**src/rtl/dual_port_sram_arbiter.sv**
```systemverilog
// Arbiter sharing one single-ported synchronous SRAM between instruction fetch
// and the data port. Data has priority; a starvation counter bounds fetch waits.

module dual_port_sram_arbiter_chk #(
  parameter int ADDR_W = 32
) (
  input logic              clk,
  input logic              reset,
  input logic              if_req,
  input logic              if_gnt,
  input logic [ADDR_W-1:0] if_addr,
  input logic              mem_req,
  input logic              mem_gnt,
  input logic              if_rvalid,
  input logic              mem_rvalid
);

  a_if_req_held: assert property (@(posedge clk) disable iff (reset)
    (if_req && !if_gnt) |=> if_req);

  a_mem_req_held: assert property (@(posedge clk) disable iff (reset)
    (mem_req && !mem_gnt) |=> mem_req);

  a_if_addr_stable: assert property (@(posedge clk) disable iff (reset)
    (if_req && !if_gnt) |=> $stable(if_addr));

  a_one_grant: assert property (@(posedge clk) !(if_gnt && mem_gnt));

  a_one_rvalid: assert property (@(posedge clk) !(if_rvalid && mem_rvalid));

  a_if_gnt_has_req: assert property (@(posedge clk) if_gnt |-> if_req);

  a_mem_gnt_has_req: assert property (@(posedge clk) mem_gnt |-> mem_req);

endmodule

module dual_port_sram_arbiter #(
  parameter int ADDR_W       = 32,
  parameter int DATA_W       = 32,
  parameter int STARVE_LIMIT = 3
) (
  input  logic              clk,
  input  logic              reset,
  input  logic              if_req,
  input  logic [ADDR_W-1:0] if_addr,
  output logic              if_gnt,
  output logic              if_rvalid,
  output logic [DATA_W-1:0] if_rdata,
  input  logic              mem_req,
  input  logic [ADDR_W-1:0] mem_addr,
  input  logic [3:0]        mem_wen,
  input  logic [DATA_W-1:0] mem_wdata,
  output logic              mem_gnt,
  output logic              mem_rvalid,
  output logic [DATA_W-1:0] mem_rdata,
  output logic              sram_en,
  output logic [3:0]        sram_wen,
  output logic [ADDR_W-1:0] sram_addr,
  output logic [DATA_W-1:0] sram_wdata,
  input  logic [DATA_W-1:0] sram_rdata
);

  typedef enum logic [1:0] {
    TAG_NONE = 2'd0,
    TAG_INST = 2'd1,
    TAG_DATA = 2'd2
  } tag_e;

  localparam logic [3:0] STARVE_LIMIT_C = 4'(STARVE_LIMIT);
  localparam logic [3:0] STARVE_MAX_C   = 4'd15;

  tag_e       tag_r;
  tag_e       tag_nxt_s;
  logic [3:0] starve_cnt_r;
  logic [3:0] starve_cnt_nxt_s;
  logic       fetch_wins_s;
  logic       if_gnt_s;
  logic       mem_gnt_s;

  // Arbitration; reset suppresses every grant combinationally
  always_comb begin
    fetch_wins_s = 1'b0;
    if_gnt_s     = 1'b0;
    mem_gnt_s    = 1'b0;
    if (reset) begin
      fetch_wins_s = 1'b0;
    end else begin
      fetch_wins_s = if_req && (!mem_req || (starve_cnt_r >= STARVE_LIMIT_C));
      if_gnt_s     = fetch_wins_s;
      mem_gnt_s    = mem_req && !fetch_wins_s;
    end
  end

  assign if_gnt  = if_gnt_s;
  assign mem_gnt = mem_gnt_s;

  // SRAM command mux; fetch never writes, so its write fields stay zero
  always_comb begin
    sram_en    = 1'b0;
    sram_wen   = 4'b0000;
    sram_addr  = {ADDR_W{1'b0}};
    sram_wdata = {DATA_W{1'b0}};
    if (if_gnt_s) begin
      sram_en   = 1'b1;
      sram_addr = if_addr;
    end else if (mem_gnt_s) begin
      sram_en    = 1'b1;
      sram_wen   = mem_wen;
      sram_addr  = mem_addr;
      sram_wdata = mem_wdata;
    end else begin
      sram_en = 1'b0;
    end
  end

  // Response tag next state: records who owns next cycle's read data
  always_comb begin
    tag_nxt_s = TAG_NONE;
    if (if_gnt_s) begin
      tag_nxt_s = TAG_INST;
    end else if (mem_gnt_s && (mem_wen == 4'b0000)) begin
      tag_nxt_s = TAG_DATA;
    end else begin
      tag_nxt_s = TAG_NONE;
    end
  end

  // Starvation counter next value, saturating
  always_comb begin
    starve_cnt_nxt_s = 4'd0;
    if (if_req && !if_gnt_s) begin
      if (starve_cnt_r != STARVE_MAX_C) begin
        starve_cnt_nxt_s = starve_cnt_r + 4'd1;
      end else begin
        starve_cnt_nxt_s = starve_cnt_r;
      end
    end else begin
      starve_cnt_nxt_s = 4'd0;
    end
  end

  // State registers
  always_ff @(posedge clk) begin
    if (reset) begin
      tag_r        <= TAG_NONE;
      starve_cnt_r <= 4'd0;
    end else begin
      tag_r        <= tag_nxt_s;
      starve_cnt_r <= starve_cnt_nxt_s;
    end
  end

  // Response steering; a read in flight when reset rises is dropped
  always_comb begin
    if_rvalid  = 1'b0;
    mem_rvalid = 1'b0;
    case (tag_r)
      TAG_INST: if_rvalid  = !reset;
      TAG_DATA: mem_rvalid = !reset;
      default:  begin
        if_rvalid  = 1'b0;
        mem_rvalid = 1'b0;
      end
    endcase
  end

  assign if_rdata  = sram_rdata;
  assign mem_rdata = sram_rdata;

  dual_port_sram_arbiter_chk #(
    .ADDR_W (ADDR_W)
  ) u_chk (
    .clk        (clk),
    .reset      (reset),
    .if_req     (if_req),
    .if_gnt     (if_gnt_s),
    .if_addr    (if_addr),
    .mem_req    (mem_req),
    .mem_gnt    (mem_gnt_s),
    .if_rvalid  (if_rvalid),
    .mem_rvalid (mem_rvalid)
  );

endmodule

```
**config.mk**
```make
export PLATFORM = sky130hd
export DESIGN_NAME = dual_port_sram_arbiter
export DESIGN_NICKNAME = d
export VERILOG_FILES = /design/src/rtl/dual_port_sram_arbiter.sv
export SDC_FILE = /design/constraint.sdc
export NUM_CORES = 1
export LEC_CHECK = 0
export ABC_AREA = 1
export CAP_MARGIN = 0
export CORE_AREA = 2 2 106 108
export CTS_BUF_LIST = sky130_fd_sc_hd__clkbuf_2 sky130_fd_sc_hd__clkbuf_4 sky130_fd_sc_hd__clkbuf_8
export CTS_CLUSTER_SIZE = 16
export DETAILED_ROUTE_END_ITERATION = 6
export DIE_AREA = 0 0 108 110
export SETUP_SLACK_MARGIN = 0.5
export SKIP_LAST_GASP = 1
export SLEW_MARGIN = 5
export SYNTH_ARGS = -nofsm -noshare
export SYNTH_HDL_FRONTEND = slang
export SYNTH_SLANG_ARGS = --single-unit
```
**constraint.sdc**
```tcl
create_clock -name clk -period 1.7 [get_ports clk]
set_clock_uncertainty 0.2 [all_clocks]
set_input_delay 0.425 -clock clk [delete_from_list [all_inputs] [get_ports clk]]
set_output_delay 0.425 -clock clk [all_outputs]
set_load 0.1 [all_outputs]
```
# --- Yosys cells after proc, flatten, opt, wreduce, memory -nomap -nowiden ---
# Cells that the tools add are included.
word_totals:
  mem_bits_ro: 0
  ram_bits: 0
  latchBits: 0
  ff_bits: 6
  output_inout_bits: 137
  memories: 0
  inputBits: 136
op_classes:
  n_lt_le_gt_ge: 1
  n_bitwise: 1
  eq_ne: 3
  multipliers: 0
  n_shift: 0
  div: 0
  mux: 14
  n_reduce_logical: 12
  addsub: 1
ops:
  columns: ["op", "count"]
  rows:
  - ["32-bit two-way mux", 4]
  - ["4-bit two-way mux", 2]
  - ["1-bit two-way mux", 7]
  - ["4-bit by 1-bit adder with 4-bit output (second input constant)", 1]
  - ["4-bit by 2-bit >= comparator with 1-bit output (second input constant)", 1]
  - ["1-bit logical AND", 4]
  - ["1-bit zero test", 4]
  - ["4-bit zero test", 1]
  - ["4-bit != test (second input constant)", 1]
  - ["2-bit OR reduction", 2]
  - ["2-bit by 1-bit == test with 1-bit output (second input constant)", 1]
  - ["2-bit == test (second input constant)", 1]
  - ["2-bit two-way mux", 1]
  - ["1-bit logical OR", 1]
  - ["1-bit NOT", 1]

# --- Longest topological paths before layout ---
depth:
  depth_word: 9
  mapped_depth: 9

# --- Least setup slack after synthesis ---
# OpenSTA, ideal clock, no wires.
synth_path:
  path_kind: "input -> output"
  start: "input reset"
  end: "output if_rvalid"
  path_buffers: 0
  t_required_ps: 1075
  arrival_ps: 2523
  slack_ps: -1448
  cell_stages: 1
  cell_sequence: "nor3_1"
synth_via:
  elab_chain_cells: 2
synth_lines:
  columns: ["element", "line", "rtl"]
  rows:
  - ["start, declared", "43", "input logic reset,"]
  - ["1-bit zero test", "158", "TAG_INST: if_rvalid = !reset;"]
  - ["1-bit two-way mux", "157", "case (tag_r)"]
  - ["end, declared", "47", "output logic if_rvalid,"]
# No other way between the ends.

# --- Final worst setup path ---
layout_path:
  start: "register starve_cnt_r[0]"
  end: "output sram_addr[14]"
layout_via:
  elab_chain_cells: 8
layout_lines:
  columns: ["element", "line", "rtl"]
  rows:
  - ["start, declared", "74", "logic [3:0] starve_cnt_r;"]
  - ["start signal, assigned", "149", "starve_cnt_r <= starve_cnt_nxt_s;"]
  - ["4-bit by 2-bit >= comparator with 1-bit output *", "88", "fetch_wins_s = if_req && (!mem_req || (starve_cnt_r >= STARVE_LIMIT_C));"]
  - ["1-bit logical OR *", "88", null]
  - ["1-bit logical AND *", "88", null]
  - ["1-bit zero test", "90", "mem_gnt_s = mem_req && !fetch_wins_s;"]
  - ["1-bit logical AND", "90", null]
  - ["1-bit two-way mux", "85", "if (reset) begin"]
  - ["32-bit two-way mux", "106", "end else if (mem_gnt_s) begin"]
  - ["32-bit two-way mux *", "103", "if (if_gnt_s) begin"]
  - ["end, declared", "58", "output logic [ADDR_W-1:0] sram_addr,"]
# Mark *: on every way between the ends. The rest lies on a longest branch, timed or not.

==> flow_summary.json <==
{
  "yosys-top-cells-area": "buf_4 (30%), nand2_1 (15%), nand4_1 (12%)",
  "fmax_mhz": 405.4,
  "maxSlewViolCount": 0,
  "ff_latch_area_um2": 125.1,
  "clockBufferDepth": 2,
  "muxShareOfSynthArea_pct": 0,
  "overflow": 0,
  "path_class": "reg -> out",
  "hold_viol": 0,
  "synth_xor_area_share_pct": 0.5295,
  "drt_pre_antenna_iters": 4,
  "clk_latency_ns": 0.23,
  "port_buffers": 176,
  "design.die.area_um2": 11880,
  "setup_slack_ns": -0.7669,
  "cts-buffers-inserted": 3,
  "root_buffer": "clkbuf_8",
  "setup_viol": 72,
  "area_growth_pct": 224.9,
  "synth_most_common_cell": "nand2_1",
  "cpPeakStageDelay_ns": 0.35,
  "drt-wirelength-per-cell_um": 14.20,
  "fin_crit_sh_pct": 145.1,
  "yosys.area.top_type": "buf_4",
  "synth_top_area_share_pct": 29.50,
  "failed_checks": "negative setup slack",
  "synth_ff_type": "dfxtp_1",
  "status": "complete, but fails checks",
  "globalplace.congestion": 0.7451,
  "crit_required_ns": 1.07,
  "grt_max_degree": 34,
  "antenna_found_initial": 0,
  "avgSynthCellArea_um2": 5.824,
  "worstHoldPathType": "in -> reg",
  "ys_types": 22,
  "ant_nets": 0,
  "finalWirelength_um": 8051,
  "utilization_pct": 50.23,
  "placeableCoreArea_um2": 10700,
  "syn-cell-area_um2": 1654,
  "synth-simple-area-share_pct": 45.61,
  "ios": 273,
  "cp_slowest_cell": "dfxtp_2",
  "grt_pass1_vias": 2400,
  "fin_crit_ns": 2.467,
  "start_kind": "flip-flop",
  "worst-path-buf-inv": 5,
  "yosys_warnings": 0,
  "fillers": 938,
  "ys_ff_latch": 6,
  "synth-compound-area-share_pct": 0.6051,
  "drt_iter0_drc": 50,
  "dp.cells": 537,
  "multi_input_area_um2": 1752,
  "crit_top_cell": "buf_12",
  "n_antenna_cell": 0,
  "grt_use_total_pct": 12.88,
  "drv_cap": 0,
  "path_clk_slew_ns": 0.04,
  "via_per_inst": 4.039,
  "cp.arrival_ns": 1.84,
  "rows": 38,
  "htree_levels": 1,
  "place_ws_ns": -0.9487,
  "worstPathMaxFanout": 6,
  "synthAdderAreaFrac_pct": 0.7564,
  "vias": 2290,
  "synthTopCellsByCount": "nand2_1 (67), buf_4 (65), inv_1 (40), nand4_1 (33), nor2_1 (24)",
  "drive_above_1_share_pct": 55.50,
  "postCtsHoldBufs": 0,
  "post-dp-hpwl_um": 6016,
  "rsz0062_at_grt": "true",
  "power.density_nw_per_um2": 402.0,
  "fin_cells": 567,
  "crit_path_cell_trace": "ha_4 -> nor2_2 -> nand2_2 -> nand2_4 -> buf_6 -> nor2_4 -> buf_12 -> buf_6 -> buf_12 -> nand2_8 -> nand2_8 -> buf_12",
  "ys_seq_area_share_pct": 7.262,
  "power.leakage_nw": 2.215,
  "fin_nets": 566,
  "critPathCaptureType": "output port",
  "synth-edff-count": 0,
  "die_w_um": 108,
  "async_reset_ff_share_pct": 0,
  "total_power_mw": 2.160,
  "peakVddDrop_mv": 0.2210,
  "cts_tree": "yes",
  "die_h_um": 110,
  "grt_pass1_wl_um": 12110,
  "floorplan.initialDensity_pct": 15.46,
  "postSynthCellCount": 284,
  "synth_top_family_by_area": "simple AND/OR/NAND/NOR gates",
  "drcViolationCount": 0,
  "crit_family": "buffers and inverters",
  "cts_sinks": 6
}
[cells by family after synthesis]
family / count (synthesis)
other: 1
xor gates and xnor gates: 1
adders and majority gates: 1
DFF: 6
and+or+nand+nor: 149
buffers and inverters: 124
AOI/OAI and AO/OA: 2
[placed cells by master (no fill, tap or decap), drive strengths merged]
cell type | netlist | final
buf | 75 | 117
clkdlybuf4s50 | 0 | 100
nand2 | 68 | 68
nor2 | 44 | 44
inv | 43 | 43
nand4 | 33 | 33
dfxtp | 6 | 6
clkbuf | 6 | 3
nand3 | 3 | 3
conb | 1 | 2
nor3 | 1 | 1
a21oi | 1 | 1
o21ai | 1 | 1
xor2 | 1 | 1
ha | 1 | 1
bufbuf | 0 | 1
dlygate4sd2 | 0 | 1
clkdlybuf4s15 | 0 | 1
[final timing paths]
path	to	depth (start not counted)	slack (ns)	startpoint
max	sram_addr[14]	12	-0.77	starve_cnt_r[0]
min	tag_r[0]	3	0.30	reset
max reg2reg	tag_r[1]	8	0	starve_cnt_r[0]
min reg2reg	starve_cnt_r[1]	4	0.40	starve_cnt_r[1]
[metrics by stage]
step	setup TNS (ns)	hold WS (ns)	cell area (µm²)
4_1_cts	-51.83	0.2917	5296
2_1_floorplan	-37.81	0.2974	3208
6_report	-50.41	0.2989	5374
3_3_place_gp	-66.74	0.3318	4621
5_1_grt	-56.88	0.3067	5374
3_5_place_dp	-65.07	0.3764	4621
[power breakdown]
part           switching (mW)  internal (mW)
Sequential            0.00355          0.148
Combinational            1.02          0.767
Clock                  0.0702          0.153
Total                    1.09           1.07
[worst min-delay path, delay by kind of cell]
family        cells  cell delay [ns]
buf+inv           2             0.21
simple gates      1             0.05
[layout make-up]
cell class / count / share of cell area [%]
timing repair buffer: 220 / 57.76
multi-input combinational: 155 / 32.60
inverter: 43 / 3.283
tap: 140 / 3.260
sequential: 6 / 2.328
clock buffer: 3 / 0.7683
[per-layer routing]
metal / routed length [µm] / part of all wire [%] / global-route usage [%] / vias up
met2: 4695 / 58 / 25.52 / 106
met4: 171 / 2.1 / 3.022 / 0
met5: 0 / 0 / 0 / -
met1: 2608 / 32 / 13.53 / 1073
li1: - / - / - / 1094
met3: 576 / 7.2 / 3.292 / 17
[registers in the layout, indices dropped and copies added, names as in the netlist]
signal and cells:
tag_r 2, starve_cnt_r 4
[timing repair]
action,CTS,global route
endpoints found under the setup margin,77,77
cloned,7,0
gates resized for setup,77,14
pin swaps,19,13
setup buffers,17,3
Note: power is estimated with default switching activity, not from simulation.
